[config.mk]
export PLATFORM = sky130hd
export DESIGN_NAME = decode_stage
export DESIGN_NICKNAME = d
export VERILOG_FILES = /design/src/rtl/decode_stage.sv
export SDC_FILE = /design/constraint.sdc
export NUM_CORES = 1
export LEC_CHECK = 0
export BUFFER_PORTS_ARGS = -buffer_cell sky130_fd_sc_hd__buf_2
export CAP_MARGIN = 20
export CELL_PAD_IN_SITES_DETAIL_PLACEMENT = 1
export CELL_PAD_IN_SITES_GLOBAL_PLACEMENT = 1
export CORE_UTILIZATION = 34
export DETAILED_ROUTE_END_ITERATION = 6
export HOLD_SLACK_MARGIN = 0.1
export PLACE_DENSITY_LB_ADDON = 0.1
export SYNTH_ARGS = -nofsm -noshare
export SYNTH_HDL_FRONTEND = slang
export SYNTH_SLANG_ARGS = --single-unit
[constraint.sdc]
create_clock -name clk -period 2.6 [get_ports clk]
set_clock_uncertainty 0.05 [all_clocks]
set_input_delay 0.39 -clock clk [delete_from_list [all_inputs] [get_ports clk]]
set_output_delay 0.39 -clock clk [all_outputs]
set_load 0.005 [all_outputs]
[src/rtl/decode_stage.sv]
// Instruction-decode pipeline stage: decodes one instruction per cycle into
// datapath controls, tracks pending register writes to stall on RAW/WAW
// hazards, honours branch flush and parks in HALTED after a HALT retires.
module decode_stage #(
    parameter int DATA_W = 16,
    parameter int REG_AW = 3,
    localparam int INST_W = 4 + 3*REG_AW + 3,
    localparam int IMM_W  = REG_AW + 3,
    localparam int NREG   = 2**REG_AW
) (
    input  logic              clk,
    input  logic              rst_n,
    input  logic              in_valid,
    output logic              in_ready,
    input  logic [INST_W-1:0] inst,
    output logic              out_valid,
    input  logic              out_ready,
    output logic [REG_AW-1:0] dr,
    output logic [REG_AW-1:0] sa,
    output logic [REG_AW-1:0] sb,
    output logic [2:0]        fs,
    output logic [2:0]        bs,
    output logic              mb,
    output logic              md,
    output logic              ld,
    output logic              mw,
    output logic [DATA_W-1:0] imm_x,
    output logic [DATA_W-1:0] off_x,
    output logic              halt,
    output logic              illegal,
    input  logic              wb_en,
    input  logic [REG_AW-1:0] wb_addr,
    input  logic              flush,
    input  logic              resume,
    output logic              halted
);

    localparam logic [2:0] FS_ADD  = 3'd0;
    localparam logic [2:0] FS_SUB  = 3'd1;
    localparam logic [2:0] FS_AND  = 3'd5;
    localparam logic [2:0] FS_OR   = 3'd6;
    localparam logic [2:0] BS_EQ   = 3'd0;
    localparam logic [2:0] BS_NE   = 3'd1;
    localparam logic [2:0] BS_GEZ  = 3'd2;
    localparam logic [2:0] BS_LTZ  = 3'd3;
    localparam logic [2:0] BS_NONE = 3'd4;

    typedef enum logic {ST_RUN, ST_HALTED} state_t;

    function automatic logic signed [DATA_W-1:0] sext_imm(input logic [IMM_W-1:0] f);
        return {{(DATA_W-IMM_W){f[IMM_W-1]}}, f};
    endfunction

    // ---- stage 0: raw instruction fields and combinational decode ----
    logic [3:0]        op_p0;
    logic [REG_AW-1:0] rs_p0, rt_p0, rd_p0;
    logic [2:0]        funct_p0;
    logic [IMM_W-1:0]  imm_p0;

    assign op_p0    = inst[INST_W-1 -: 4];
    assign rs_p0    = inst[3*REG_AW+2 -: REG_AW];
    assign rt_p0    = inst[2*REG_AW+2 -: REG_AW];
    assign rd_p0    = inst[REG_AW+2 -: REG_AW];
    assign funct_p0 = inst[2:0];
    assign imm_p0   = inst[IMM_W-1:0];

    logic [REG_AW-1:0]        dr_p0, sa_p0, sb_p0;
    logic [2:0]               fs_p0, bs_p0;
    logic                     mb_p0, md_p0, ld_p0, mw_p0, halt_p0, illegal_p0;
    logic signed [DATA_W-1:0] imm_x_p0, off_x_p0;

    // Opcode decode into the control bundle; unused fields stay zero.
    always_comb begin
        dr_p0      = '0;
        sa_p0      = '0;
        sb_p0      = '0;
        fs_p0      = FS_ADD;
        bs_p0      = BS_NONE;
        mb_p0      = 1'b0;
        md_p0      = 1'b0;
        ld_p0      = 1'b0;
        mw_p0      = 1'b0;
        imm_x_p0   = '0;
        off_x_p0   = '0;
        halt_p0    = 1'b0;
        illegal_p0 = 1'b0;
        case (op_p0)
            4'd0: begin
                bs_p0   = BS_EQ;
                halt_p0 = (funct_p0 != 3'd0);
            end
            4'd2: begin
                dr_p0 = rt_p0; sa_p0 = rs_p0; mb_p0 = 1'b1;
                md_p0 = 1'b1;  ld_p0 = 1'b1;  imm_x_p0 = sext_imm(imm_p0);
            end
            4'd4: begin
                sa_p0 = rs_p0; sb_p0 = rt_p0; mb_p0 = 1'b1;
                mw_p0 = 1'b1;  imm_x_p0 = sext_imm(imm_p0);
            end
            4'd5, 4'd6, 4'd7: begin
                dr_p0 = rt_p0; sa_p0 = rs_p0; mb_p0 = 1'b1; ld_p0 = 1'b1;
                imm_x_p0 = sext_imm(imm_p0);
                fs_p0 = (op_p0 == 4'd5) ? FS_ADD : (op_p0 == 4'd6) ? FS_AND : FS_OR;
            end
            4'd8, 4'd9: begin
                sa_p0 = rs_p0; sb_p0 = rt_p0; fs_p0 = FS_SUB;
                bs_p0 = (op_p0 == 4'd8) ? BS_EQ : BS_NE;
                off_x_p0 = sext_imm(imm_p0);
            end
            4'd10, 4'd11: begin
                // Compare against zero: B-mux selects the (zero) immediate.
                sa_p0 = rs_p0; mb_p0 = 1'b1;
                bs_p0 = (op_p0 == 4'd10) ? BS_GEZ : BS_LTZ;
                off_x_p0 = sext_imm(imm_p0);
            end
            4'd15: begin
                if (funct_p0 == 3'd7) begin
                    illegal_p0 = 1'b1;
                end else begin
                    dr_p0 = rd_p0; sa_p0 = rs_p0; sb_p0 = rt_p0;
                    ld_p0 = 1'b1;  fs_p0 = funct_p0;
                end
            end
            default: illegal_p0 = 1'b1;
        endcase
    end

    // ---- stage 1: output register state ----
    logic                     vld_p1;
    logic [REG_AW-1:0]        dr_p1, sa_p1, sb_p1;
    logic [2:0]               fs_p1, bs_p1;
    logic                     mb_p1, md_p1, ld_p1, mw_p1, halt_p1, illegal_p1;
    logic signed [DATA_W-1:0] imm_x_p1, off_x_p1;

    logic [NREG-1:0] pend_q, pend_d, pend_vec, pend_set, pend_clr;
    state_t          state_q, state_d;
    logic            hazard, xfer_in, xfer_out;

    // A register is pending if the scoreboard holds it or the held bundle will write it.
    always_comb begin
        pend_vec = pend_q;
        if (vld_p1 && ld_p1) pend_vec[dr_p1] = 1'b1;
        pend_vec[0] = 1'b0;
    end

    assign hazard = pend_vec[sa_p0]
                  | ((!mb_p0 || mw_p0) && pend_vec[sb_p0])
                  | (ld_p0 && pend_vec[dr_p0]);

    assign in_ready = (state_q == ST_RUN) && !hazard && !flush && (!vld_p1 || out_ready);
    assign xfer_in  = in_valid && in_ready;
    assign xfer_out = vld_p1 && out_ready && !flush;

    // Scoreboard next state: retire clears, issue sets, set wins on collision.
    always_comb begin
        pend_set = '0;
        pend_clr = '0;
        if (xfer_out && ld_p1) pend_set[dr_p1]   = 1'b1;
        if (wb_en)             pend_clr[wb_addr] = 1'b1;
        pend_d    = (pend_q & ~pend_clr) | pend_set;
        pend_d[0] = 1'b0;
    end

    // Scoreboard register.
    always_ff @(posedge clk or negedge rst_n) begin
        if (!rst_n) pend_q <= '0;
        else        pend_q <= pend_d;
    end

    // HALT FSM next state: enter on a retired HALT, leave on RESUME.
    always_comb begin
        state_d = state_q;
        case (state_q)
            ST_RUN:    if (xfer_out && halt_p1) state_d = ST_HALTED;
            ST_HALTED: if (resume)              state_d = ST_RUN;
            default:   state_d = ST_RUN;
        endcase
    end

    // HALT FSM state register.
    always_ff @(posedge clk or negedge rst_n) begin
        if (!rst_n) state_q <= ST_RUN;
        else        state_q <= state_d;
    end

    // Output register: load on accept, drop on flush or hand-off, else hold.
    always_ff @(posedge clk or negedge rst_n) begin
        if (!rst_n) begin
            vld_p1     <= 1'b0;
            dr_p1      <= '0;
            sa_p1      <= '0;
            sb_p1      <= '0;
            fs_p1      <= FS_ADD;
            bs_p1      <= BS_NONE;
            mb_p1      <= 1'b0;
            md_p1      <= 1'b0;
            ld_p1      <= 1'b0;
            mw_p1      <= 1'b0;
            imm_x_p1   <= '0;
            off_x_p1   <= '0;
            halt_p1    <= 1'b0;
            illegal_p1 <= 1'b0;
        end else if (xfer_in) begin
            vld_p1     <= 1'b1;
            dr_p1      <= dr_p0;
            sa_p1      <= sa_p0;
            sb_p1      <= sb_p0;
            fs_p1      <= fs_p0;
            bs_p1      <= bs_p0;
            mb_p1      <= mb_p0;
            md_p1      <= md_p0;
            ld_p1      <= ld_p0;
            mw_p1      <= mw_p0;
            imm_x_p1   <= imm_x_p0;
            off_x_p1   <= off_x_p0;
            halt_p1    <= halt_p0;
            illegal_p1 <= illegal_p0;
        end else if (flush || (vld_p1 && out_ready)) begin
            vld_p1 <= 1'b0;
        end
    end

    assign out_valid = vld_p1;
    assign dr        = dr_p1;
    assign sa        = sa_p1;
    assign sb        = sb_p1;
    assign fs        = fs_p1;
    assign bs        = bs_p1;
    assign mb        = mb_p1;
    assign md        = md_p1;
    assign ld        = ld_p1;
    assign mw        = mw_p1;
    assign imm_x     = imm_x_p1;
    assign off_x     = off_x_p1;
    assign halt      = halt_p1;
    assign illegal   = illegal_p1;
    assign halted    = (state_q == ST_HALTED);

endmodule

==> results.md <==
- The flow ran to the end, but the final reports show violations.
- The final reports fail on setup timing.
- Overall power consumption after layout is estimated at 0.00190 W.
- VDD sags by at most 0.249 mV.
- The first-pass GRT wire length is 10900 um.
- The required arrival time at the worst endpoint is 2730 ps.
- The residual overflow from global routing is 0.
- The first detailed-routing pass took 4 iterations.
- After clock tree synthesis, the clock-pin slew on the worst setup and hold paths is 80 ps.
- Once detail routing completed, the nets flagged for antenna violations numbered 0.
- The vias after detailed routing is 2320.
- In this run, the number of DRC markers left after iteration 0 of detailed routing was 110.
- Entering global routing, the biggest net connects 43 pins.
- Walking the worst path, the cells encountered are nor2b_4 -> or3_4 -> o21bai_1 -> or4b_1 -> a221o_1 -> a21oi_4 -> buf_12 -> mux2_2.
- The number of design rule violations left after detail routing is 0.
- The endpoint type of the worst setup path is a flip-flop.
- The cell total after placement is 460.
- Headroom to the max-slew limit came out at 53.2%.
- The width of the die is 88.5 um.
- Detailed routing placed a total of 259 um of wire on met3.
- The number of buffers on the longest clock path is 2.
- The wire-length estimate of the detail-placed layout is 5400 um.
- 0 antenna diodes ended up in the layout.
- The die is 88.5 um tall.
- For this block, the routed nets add up to 7110 um of wire.
- The analysis attributes to cell leakage a power of 1.74 nW.
- The post-route netlist has 42.7% of its cells at a drive strength greater than 1.
- CTS placed an instance of sky130_fd_sc_hd__clkbuf_8 at the clock tree root.
- The slowest stage of the critical path is the sky130_fd_sc_hd__or4b_1 cell.
- The core area is 7250 um^2.
- The total routed wire length on the met1 layer is 3420 um.
- Of all cell types, the one taking the most synthesized area is sky130_fd_sc_hd__dfrtp_1.
- The congestion estimate from routability-driven global placement came to 0.778.
- STA classifies the critical path startpoint as a flip-flop.
- The number of max-capacitance violations reported is 0.
- The highest attainable clock frequency is 0.366 GHz.
- Once routing completed, OpenROAD measured the worst setup slack at -136 ps.
- The number of hold violations in the final report is 0.
- TritonCTS built the clock tree.
- The maximum level of the CTS H-tree is 2.
- The number of nets in the synthesized netlist is 295.
- After the last flow step, the layout net total stands at 400.
- In this run the worst path has a maximum fanout of 18.
- The class of the most critical setup path is flip-flop to flip-flop.
- The mean area per synthesized cell is 9.47 um^2.
- The final non-filler cell total is 474.
- Across every metal layer, demand over resource in global routing totals 18.4%.
- For this run, the number of Yosys warnings is 0.
- TritonCTS created 5 clock buffers.
- The pin slew with the least headroom to its limit is 703 ps.
- The post-synthesis instance area is 2550 um^2.
- The number of global-route vias before repair was 2189.
- In this run the power density over the cells is 554 nW/um^2.
- The share of the synthesized area in the top cell type is 40.3%.
- For the worst setup path, the data arrival time is 2870 ps.
- The total die area is 7840 um^2.
- The sequential element share of the synthesized area is 41.3%.
- The initial antenna violation count came to 0.
- In the post-synthesis netlist, the biggest area contributors are sky130_fd_sc_hd__dfrtp_1, sky130_fd_sc_hd__mux2i_1, sky130_fd_sc_hd__buf_4.
- The synthesized design contains 42 register bits.
- The highest layer touched by signal routing is met4.
- Synthesis produced a netlist whose cell count is 269.
- The initial cell density of the core is 35.1%.
- The area overhead of the layout relative to synthesis is 35.0%.
- On the worst path, the slowest cell contributes a delay of 510 ps.
- By count the netlist is led by sky130_fd_sc_hd__dfrtp_1, sky130_fd_sc_hd__nand2_1, sky130_fd_sc_hd__inv_1.
- During placement, the flow inserted port buffers numbering 81.
- The summed negative setup slack over all endpoints is -3620 ps.
- The tightest min-delay check is of the primary input to flip-flop type.
- The number of enable flip-flop cells after synthesis is 0.
- The number of placed I/O pins is 82.
- The floorplan has 31 rows.
- The final-layout fill cell count is 896.
- Subtracting the final worst setup slack from the clock period gives 2740 ps.
- The number of max-slew violations in the final report was 0.
- Wire segments on met2 add up to 3350 um in the final route.
- Clock latency on the worst-skew pair, taken at its later pin, is 290 ps.
- The number of clock sinks is 42.
- Among all flip-flop cells after synthesis, the most frequent one is sky130_fd_sc_hd__dfrtp_1.
- Dividing the detail-routed wire length by the instance count gives 15.0 um.
- The cell with the most instances after synthesis is sky130_fd_sc_hd__dfrtp_1.
- For this run, asynchronously set or reset flops after synthesis account for 100%.
- The final period utilization is 105%.
- Setup repair after global routing could not meet its margin everywhere.
- Dividing the detail-routed via count by the number of cells gives 4.89.
- The number of setup violations in the final report is 34.
- Yosys mapped the design onto 48 distinct sky130hd cell types.
## metrics by stage
stage          hold slack (ps)  area [um^2]  worst slack (ps)  utilization [%]
5_1_grt                    220         3440              -216             47.4
3_5_place_dp               419         3210              -196             44.3
2_1_floorplan             44.4         2560              -108                -
6_report                   218         3440              -136             47.4
3_3_place_gp               418         3210              -135             44.3
4_1_cts                    208         3320              -144             45.8
## registers in the layout, indices dropped and copies added, names as in the netlist, 3 cells and up
name,cells
imm_x,6
pend_q,7
dr,3
bs,3
off_x,6
sa,3
fs,3
sb,3
## final timing paths
kind	startpoint	end	slack [ps]	cells after the start
worst min register to register	bs[1]$_DFFE_PN0P_	bs[1]$_DFFE_PN0P_	440	1
min in group asynchronous	rst_n	sb[0]$_DFFE_PN0P_	470	2
worst min-delay path	resume	halted$_DFF_PN0_	220	2
worst max register to register	out_valid$_DFFE_PN0P_	dr[1]$_DFFE_PN0P_	-140	8
max in group asynchronous	rst_n	bs[2]$_DFFE_PN1P_	1490	3
worst max-delay path	out_valid$_DFFE_PN0P_	dr[1]$_DFFE_PN0P_	-140	8
## area by class of cell
class                           instances  area (um^2)  share of cell area [%]
Inverter                               26         97.6                    2.84
Tap cell                               99          124                    3.60
Sequential cell                        42         1050                    30.7
Multi-Input combinational cell        169         1240                    36.1
Clock inverter                          2         12.5                   0.364
Clock buffer                            6         82.6                    2.40
Timing Repair Buffer                  130          823                    24.0
## worst max-delay path: cells and delay by family (launching register included)
family	cells	cell delay [ps]
DFF	1	420
buffers and inverters	1	180
muxes	1	340
AOI/OAI and AO/OA	3	640
and+or+nand+nor	3	980
## what timing repair did
action / in CTS / in global routing
hold endpoints to repair: 0 / 11
setup endpoints to repair: 34 / 34
gates resized for setup: 5 / 13
hold buffers: 0 / 1
buffers inserted: 0 / 4
pin swaps: 1 / 5
## cells in the final DEF (no fill, tap or decap), types with 5 or more instances in the layout
master	n
sky130_fd_sc_hd__nor3_1	5
sky130_fd_sc_hd__clkbuf_8	6
sky130_fd_sc_hd__mux2i_1	25
sky130_fd_sc_hd__nand3_1	6
sky130_fd_sc_hd__nor2_1	6
sky130_fd_sc_hd__nand2_1	36
sky130_fd_sc_hd__nand2b_1	5
sky130_fd_sc_hd__buf_2	80
sky130_fd_sc_hd__buf_4	44
sky130_fd_sc_hd__o21ai_0	13
sky130_fd_sc_hd__mux2_1	10
sky130_fd_sc_hd__dfrtp_1	39
sky130_fd_sc_hd__inv_1	26
## power by group
| part | internal (W) | switching [W] | leakage (nW) |
|---|---|---|---|
| clock | 0.000214 | 0.000234 | 0.0472 |
| sequential | 0.000765 | 0.0000818 | 0.556 |
| combinational | 0.000328 | 0.000282 | 1.13 |
## logic make-up (layout without fill, tap and decap cells)
family	after synthesis	count (layout)	synth area share (%)
buffers and inverters	58	164	12.3
AO/OA/AOI/OAI	47	47	13.4
AND/OR/NAND/NOR	81	81	15.7
XOR/XNOR	1	1	0.344
flip-flops	42	42	41.3
multiplexers	40	40	16.9
## routing by layer
layer | GRT usage [%] | vias up
met5 | 0 | -
met4 | 5.72 | 0
met3 | 3.26 | 4
met2 | 29.1 | 60
met1 | 25.6 | 1140
li1 | - | 1116
Power figures use the tool's default switching activity.
